$ cat config.mk
export PLATFORM = sky130hd
export DESIGN_NAME = ntt_r4_twiddle_gen
export DESIGN_NICKNAME = d
export VERILOG_FILES = /design/src/rtl/ntt_r4_twiddle_gen_pkg.sv /design/src/rtl/ntt_modmul.sv /design/src/rtl/ntt_r4_twiddle_gen.sv
export SDC_FILE = /design/constraint.sdc
export NUM_CORES = 1
export LEC_CHECK = 0
export ABC_AREA = 1
export ABC_CLOCK_PERIOD_IN_PS = 11300
export CAP_MARGIN = 20
export CORE_MARGIN = 2
export CORE_UTILIZATION = 35
export CTS_CLUSTER_DIAMETER = 100
export DETAILED_ROUTE_END_ITERATION = 8
export PLACE_DENSITY = 0.59
export SLEW_MARGIN = 40
export SYNTH_ARGS = -nofsm -noshare
export SYNTH_HDL_FRONTEND = slang
export SYNTH_SLANG_ARGS = --single-unit
$ cat constraint.sdc
create_clock -name clk -period 11.3 [get_ports clk]
set_clock_uncertainty 0.15 [all_clocks]
set_input_delay 1.695 -clock clk [delete_from_list [all_inputs] [get_ports clk]]
set_output_delay 1.695 -clock clk [all_outputs]
set_load 0.1 [all_outputs]
$ cat src/rtl/ntt_r4_twiddle_gen_pkg.sv
// Shared NTT constants and the twiddle-generator state encoding.
package ntt_r4_twiddle_gen_pkg;

    localparam int unsigned N         = 17;
    localparam int unsigned CNTW      = 10;
    localparam int unsigned Q         = 65537;
    localparam int unsigned PW        = 2 * N;
    // 2^16 == -1 mod Q, so a product folds as lo16 - hi
    localparam int unsigned RED_SHIFT = 16;

    typedef enum logic [2:0] {
        IDLE,
        SQ,
        CU,
        OUT,
        STEP
    } ntt_state_e;

endpackage

$ cat src/rtl/ntt_modmul.sv
// Combinational (a*b) mod Q for Q = 2^16+1, inputs in [0, Q-1].
module ntt_modmul
    import ntt_r4_twiddle_gen_pkg::*;
(
    input  logic [N-1:0] a_i,
    input  logic [N-1:0] b_i,
    output logic [N-1:0] res_c
);

    logic [PW-1:0] prod;
    logic [N:0]    lo;
    logic [N:0]    hi;
    logic [N:0]    diff;

    // diff lies in [-2^16, 2^16-1]; a single add of Q fixes the negative side
    always_comb begin
        prod  = PW'(a_i) * PW'(b_i);
        lo    = (N+1)'(prod[RED_SHIFT-1:0]);
        hi    = prod[PW-1:RED_SHIFT];
        diff  = lo - hi;
        res_c = diff[N] ? N'(diff + (N+1)'(Q)) : N'(diff);
    end

endmodule

$ cat src/rtl/ntt_r4_twiddle_gen.sv
// Radix-4 twiddle generator: emits (w^k, w^2k, w^3k) mod Q per group over valid/ready.
module ntt_r4_twiddle_gen
    import ntt_r4_twiddle_gen_pkg::*;
(
    input  logic            clk,
    input  logic            rst,
    input  logic            start,
    input  logic [N-1:0]    w_step,
    input  logic [CNTW-1:0] n_groups,
    output logic            busy,
    output logic            done,
    output logic            tf_valid,
    input  logic            tf_ready,
    output logic [N-1:0]    tf1,
    output logic [N-1:0]    tf2,
    output logic [N-1:0]    tf3,
    output logic [CNTW-1:0] grp_idx
);

    ntt_state_e      state_q, state_d;
    logic [N-1:0]    tf1_q, tf1_d, tf2_q, tf2_d, tf3_q, tf3_d;
    logic [N-1:0]    w_q, w_d;
    logic [CNTW-1:0] k_q, k_d, n_q, n_d;
    logic            done_q, done_d, valid_q, valid_d, busy_q, busy_d;
    logic [N-1:0]    mul_a, mul_b, mul_res;

    ntt_modmul u_modmul (
        .a_i   (mul_a),
        .b_i   (mul_b),
        .res_c (mul_res)
    );

    always_ff @(posedge clk) begin
        if (rst) begin
            state_q <= IDLE;
            tf1_q   <= N'(1);
            tf2_q   <= '0;
            tf3_q   <= '0;
            w_q     <= '0;
            k_q     <= '0;
            n_q     <= '0;
            done_q  <= 1'b0;
            valid_q <= 1'b0;
            busy_q  <= 1'b0;
        end else begin
            state_q <= state_d;
            tf1_q   <= tf1_d;
            tf2_q   <= tf2_d;
            tf3_q   <= tf3_d;
            w_q     <= w_d;
            k_q     <= k_d;
            n_q     <= n_d;
            done_q  <= done_d;
            valid_q <= valid_d;
            busy_q  <= busy_d;
        end
    end

    // Next state, datapath updates and multiplier operand muxing
    always_comb begin
        state_d = state_q;
        tf1_d   = tf1_q;
        tf2_d   = tf2_q;
        tf3_d   = tf3_q;
        w_d     = w_q;
        k_d     = k_q;
        n_d     = n_q;
        done_d  = 1'b0;
        mul_a   = tf1_q;
        mul_b   = tf1_q;

        case (state_q)
            IDLE: begin
                if (start) begin
                    if (n_groups == '0) begin
                        done_d = 1'b1;
                    end else begin
                        w_d     = w_step;
                        n_d     = n_groups;
                        tf1_d   = N'(1);
                        k_d     = '0;
                        state_d = SQ;
                    end
                end
            end
            SQ: begin
                tf2_d   = mul_res;
                state_d = CU;
            end
            CU: begin
                mul_a   = tf2_q;
                tf3_d   = mul_res;
                state_d = OUT;
            end
            OUT: begin
                if (valid_q && tf_ready) begin
                    state_d = STEP;
                end
            end
            STEP: begin
                mul_b = w_q;
                tf1_d = mul_res;
                k_d   = k_q + CNTW'(1);
                if (k_q + CNTW'(1) == n_q) begin
                    state_d = IDLE;
                    done_d  = 1'b1;
                end else begin
                    state_d = SQ;
                end
            end
            default: state_d = IDLE;
        endcase

        valid_d = (state_d == OUT);
        busy_d  = (state_d != IDLE);
    end

    assign busy     = busy_q;
    assign done     = done_q;
    assign tf_valid = valid_q;
    assign tf1      = tf1_q;
    assign tf2      = tf2_q;
    assign tf3      = tf3_q;
    assign grp_idx  = k_q;

endmodule

# Word level (Yosys, flattened, before mapping)
# Cells that the tools add are included.
# word_totals
reg_bits	94
in_bits	31
wordCells	48
# classes
add_sub_neg	3
multipliers	1
eq_ne	8
muxes	18
bitwise_logic	1
n_reduce_logical	7
# ops
cell	count
17-bit 2-to-1 mux	5
17-bit by 17-bit multiplier with 34-bit output	1
17-bit case mux with 2 select lines	1
10-bit 2-to-1 mux	2
10-bit case mux with 2 select lines	1
16-bit by 18-bit subtractor with 18-bit output	1
17-bit adder, second input constant	1
3-bit case mux with 5 select lines	1
10-bit by 1-bit adder with 10-bit output, second input constant	1
10-bit == test	1
10-bit zero test	1
3-bit by 2-bit == test with 1-bit output, second input constant	3
3-bit 2-to-1 mux	3
3-bit AND reduction	2
1-bit 2-to-1 mux	4
2-bit != test, second input constant	2
3-bit by 1-bit == test with 1-bit output, second input constant	1
3-bit == test, second input constant	1
3-bit zero test	1
3-bit nonzero test	1
1-bit case mux with 2 select lines	1
2-bit nonzero test	1
1-bit logical AND	1
1-bit inverter	1

# Depth between registers and ports, before layout
# depth
depth_word	7
ltp_mapped	51
depth_no_buf	50

# Hierarchy
# Synthesis repeated with hierarchy kept, for this count alone.
# unflattened
cells_unflattened	2271
hier_area_um2	15673.8
# by_module_without_submodules
module	instances	cells_per_inst	area_each_um2	seq_area_each_um2
ntt_modmul	1	1672	11588.6	0.0
ntt_r4_twiddle_gen	1	599	4085.2	1881.8

# Least setup slack after synthesis
# Ideal clock, no wire load.
# synth_path
kind	flip-flop to flip-flop
startpoint	register tf2_q[13], in the netlist tf2[13]
endpoint	register tf2_q[14], in the netlist tf2[14]
setup_time_ps	118
t_arrival_ps	8011
t_required_ps	11032
slack_ps	3021
stages_incl_launch_ff	39
n_path_buf	2
period_less_slack_ps	8279
path_cell_list	dfxtp_1 > inv_1 > o21ai_0 > clkbuf_1 > nand2_1 > fa_1 > fa_1 > inv_1 > fa_1 > inv_1 > fa_1 > fa_1 > fa_1 > inv_1 > ha_1 > a21o_1 > a21oi_1 > nand3_2 > [3 not listed] > xor2_1 > ha_1 > nand2_1 > inv_1 > nand2_1 > nand2_1 > a21oi_1 > nand2_1 > a21o_1 > nand2_1 > nand2_1 > nand2_1 > buf_2 > nand2_1 > nand2_1 > nand2_1 > o211ai_1 > inv_1
# synth_via
elab_chain_len	5
# synth_lines
item	line	source
start, declared	ntt_r4_twiddle_gen.sv:21	logic [N-1:0] tf1_q, tf1_d, tf2_q, tf2_d, tf3_q, tf3_d;
start signal, assigned	ntt_r4_twiddle_gen.sv:48	tf2_q <= tf2_d;
17-bit 2-to-1 mux (*)	ntt_r4_twiddle_gen.sv:72	case (state_q)
17-bit by 17-bit multiplier with 34-bit output (*)	ntt_modmul.sv:17	prod = PW'(a_i) * PW'(b_i);
16-bit by 18-bit subtractor with 18-bit output (*)	ntt_modmul.sv:20	diff = lo - hi;
17-bit adder	ntt_modmul.sv:21	res_c = diff[N] ? N'(diff + (N+1)'(Q)) : N'(diff);
17-bit 2-to-1 mux (*)	ntt_modmul.sv:21	
# Every way passes the cells marked *; elsewhere a longest branch is shown, timed or not.
# A chain may end at the register's enable or synchronous reset.

# Worst setup path in the final report
# layout_path
startpoint	register state_q[0]
endpoint	register tf3_q[14], in the netlist tf3[14]
# layout_via
elab_chain_len	6
# layout_lines
item	line	source
start, declared	ntt_r4_twiddle_gen.sv:20	ntt_state_e state_q, state_d;
start signal, assigned	ntt_r4_twiddle_gen.sv:46	state_q <= state_d;
3-bit by 2-bit == test with 1-bit output or 3-bit == test (tied branches)	ntt_r4_twiddle_gen.sv:72	
17-bit 2-to-1 mux	ntt_r4_twiddle_gen.sv:72	
17-bit by 17-bit multiplier with 34-bit output	ntt_modmul.sv:17	
16-bit by 18-bit subtractor with 18-bit output	ntt_modmul.sv:20	
17-bit adder	ntt_modmul.sv:21	
17-bit 2-to-1 mux	ntt_modmul.sv:21	
end signal, assigned	ntt_r4_twiddle_gen.sv:49	tf3_q <= tf3_d;
end, declared	ntt_r4_twiddle_gen.sv:21	
# Parallel ways exist; a longest one is shown, timed or not.

==> impl_metrics.env <==
export IMPL_outcome="complete, no violations"
export IMPL_port_buffers=94
export IMPL_ys_seq_area_share_pct=12.4
export IMPL_critPathSlowestCell="nand2_1"
export IMPL_reg2reg_slack_ps=1240
export IMPL_regArea_sq_um=1880
export IMPL_grt_pass1_wl_um=75100
export IMPL_timing_hold_violations_final=0
export IMPL_cts_root_buf="clkbuf_16"
export IMPL_required_ps=11390
export IMPL_postRouteWirelength_um=47500
export IMPL_relSlewSlack_pct=48.6
export IMPL_cp_top_family="adder cells"
export IMPL_rsz0062_at_grt="false"
export IMPL_fmax_mhz=99.4
export IMPL_grt_max_degree=50
export IMPL_ys_flop_type="dfxtp_1"
export IMPL_slew_viol_final=0
export IMPL_die_area_sq_um=44900
export IMPL_worstMarginPinSlew_ps=770
export IMPL_synthMuxAreaShare_pct=0
export IMPL_synthXorXnorAreaFrac_pct=3.05
export IMPL_drv_cap=0
export IMPL_path_buf_inv=9
export IMPL_synth_top_area_cell="fa_1"
export IMPL_numCtsBuffers=9
export IMPL_clock_sinks=94
export IMPL_postRouteAntennaNets=0
export IMPL_start_kind="flip-flop"
export IMPL_setup_viol=0
export IMPL_grt_usage_pct=21.6
export IMPL_synth_compound_area_share_pct=8.13
export IMPL_end_kind="flip-flop"
export IMPL_synthDistinctLibCells=44
export IMPL_netlist_area_leader_share_pct=29.8
export IMPL_synth_edf_count=0
export IMPL_fin_nets=2568
export IMPL_period_needed_ps=10060
export IMPL_core_area_sq_um=42900
export IMPL_synth_fa_ha_area_share_pct=40.3
export IMPL_cp_startpoint="state_q[0]"
export IMPL_drt_iter0_markers=949
export IMPL_synth_top_cells_by_count="nand2_1 (513), inv_1 (452), nor2_1 (242)"
export IMPL_min_path_cells=2
export IMPL_async_reset_ff_share_pct=0
export IMPL_multi_input_comb_area_sq_um=11300
export IMPL_endpoint="tf3[14]"
export IMPL_grt_pass1_vias=13669
export IMPL_fin_ws_ps=1240
export IMPL_place_gp_congestion=0.925
export IMPL_fillers=4546
export IMPL_yosysMostFrequentCell="nand2_1"
export IMPL_period_share_pct=89.0
export IMPL_power_per_cell_area_nw_per_um2=65.0
export IMPL_reg2regPathDepth=44
export IMPL_area_growth_pct=10.9
export IMPL_syn_nets=2491
export IMPL_die_w_um=212
export IMPL_synth_top_family_by_area="adder cells"
export IMPL_min_path_type="reg2reg"
export IMPL_post_cts_resized=0
export IMPL_clkLatencyLatePin_ps=350
export IMPL_synthSimpleGateAreaFrac_pct=22.9
export IMPL_ys_ff_latch=94
export IMPL_grt_overflow=0
export IMPL_grt_antenna_before_repair=0
export IMPL_ys_warn_count=0
export IMPL_cts_reportedPaths_clkPinSlew_ps=70
export IMPL_avgRoutedWirePerCell_um=17.1
export IMPL_syn_area_sq_um=15100
export IMPL_reg2reg_to="tf3[14]"
export IMPL_die_height_um=212
export IMPL_cts_htree_levels=3
export IMPL_peakVddDrop_mv=0.104
export IMPL_r2r_start="state_q[0]"
export IMPL_vias_per_cell=4.91
export IMPL_yosys_top_cells_area="fa_1 (30%), nand2_1 (13%), dfxtp_1 (12%)"
export IMPL_dpl_hpwl_um=39000
export IMPL_cp_slowest_stage_delay_ps=570
export IMPL_drt_drc_violations_left=0
export IMPL_dp_slack_ps=1310
export IMPL_via_count=13612
export IMPL_initial_core_util_pct=35.3
export IMPL_cts_tree="built"
export IMPL_clk_path_buf_depth=2
export IMPL_p_leak_nw=8.69
export IMPL_crit_top_cell="nand2_1"
export IMPL_hold_buffers=0
export IMPL_postCtsSetupBuffers=0
export IMPL_worstPathArrival_ps=10150
export IMPL_crit_type="reg2reg"
export IMPL_row_count=76
export IMPL_drive_gt1_share_pct=6.99
export IMPL_post_synth_cell_area_avg_sq_um=7.18
export IMPL_fin_tns_setup_ps=0
export IMPL_syn_instance_count=2107
export IMPL_drt_pass1_iterations=5
export IMPL_critPathMaxFanout=41
export IMPL_ios=95
export IMPL_cp_depth=44
export IMPL_diodes=0
-- final cells by class --
class / count / share of cell area (%)
Clock inverter: 6 / 0.283
Inverter: 460 / 10.3
Clock buffer: 10 / 1.36
Multi-Input combinational cell: 1488 / 67.2
Timing Repair Buffer: 131 / 5.35
Sequential cell: 94 / 11.2
Tap cell: 585 / 4.36
-- cells by family after synthesis --
| logic type | count (synthesis) |
|---|---|
| simple gates | 863 |
| buf+inv | 525 |
| fa+ha+maj | 353 |
| compound gates | 221 |
| flops | 94 |
| xor+xnor | 51 |
-- report_power, final --
part | total, mW | leakage [nW] | internal, mW | switching [mW]
sequential | 0.376 | 0.769 | 0.357 | 0.0187
combinational | 0.428 | 7.79 | 0.0998 | 0.328
clock | 0.287 | 0.133 | 0.151 | 0.136
-- per-layer routing --
| layer | share of wire [%] | track usage [%] | wire length, um |
|---|---|---|---|
| met1 | 45 | 29.6 | 21400 |
| met2 | 48 | 36.8 | 22700 |
| met3 | 5.1 | 2.20 | 2420 |
| met4 | 2.0 | 4.81 | 961 |
| met5 | 0 | 0 | 0 |
-- how the worst min path moves through the flow --
stage,slack (ps),startpoint,to
after floorplan,270,w_q[13],w_q[13]
after global placement,290,w_q[13],w_q[13]
after detailed placement,300,w_q[13],w_q[13]
after CTS,310,w_q[13],w_q[13]
after global routing,330,w_q[13],w_q[13]
final,310,w_q[13],w_q[13]
-- registers in the layout, indices dropped and copies added, names as in the netlist --
signal / flops
tf3: 17
tf_valid: 1
n_q: 10
busy: 1
tf1: 17
tf2: 17
done: 1
state_q: 3
grp_idx: 10
w_q: 17
-- cell usage in the layout (no fill, tap or decap), drive strengths merged, types with 2 or more instances in the layout --
cell type | synthesis | routed
nor4 | 2 | 2
fa | 225 | 225
a31oi | 7 | 7
or2 | 3 | 3
nor3 | 15 | 15
buf | 10 | 101
o21ai | 97 | 97
xnor2 | 18 | 18
inv | 456 | 457
nor2 | 244 | 244
dfxtp | 94 | 94
o211ai | 3 | 3
ha | 128 | 128
nand4 | 12 | 12
nand3 | 59 | 59
and2 | 5 | 5
clkbuf | 55 | 10
clkdlybuf4s50 | 0 | 30
xor2 | 33 | 33
nand2 | 518 | 518
a21o | 3 | 3
o21bai | 21 | 21
clkinv | 4 | 8
a21oi | 84 | 84
nand3b | 3 | 3
o21a | 2 | 2
-- worst register-to-register path, delay by kind of cell, from the launching register on --
family	cells	cell delay [ps]
AO/OA/AOI/OAI	5	920
XOR/XNOR	1	180
adder cells (fa/ha/maj)	8	3570
buffers and inverters	9	1380
flip-flops	1	320
AND/OR/NAND/NOR	21	3410
-- stage by stage --
| step | power (mW) | hold slack [ps] | std cells | utilization, % | instance area (sq um) |
|---|---|---|---|---|---|
| 2_1_floorplan | 0.693 | 275 | 2107 | - | 15100 |
| 3_3_place_gp | 0.823 | 291 | 2758 | 39.2 | 16800 |
| 3_5_place_dp | 0.810 | 299 | 2758 | 38.5 | 16500 |
| 4_1_cts | 1.10 | 308 | 2774 | 39.1 | 16800 |
| 5_1_grt | 1.15 | 333 | 2774 | 39.1 | 16800 |
| 6_report | 1.09 | 307 | 2774 | 39.1 | 16800 |
(Power assumes the default switching activity.)
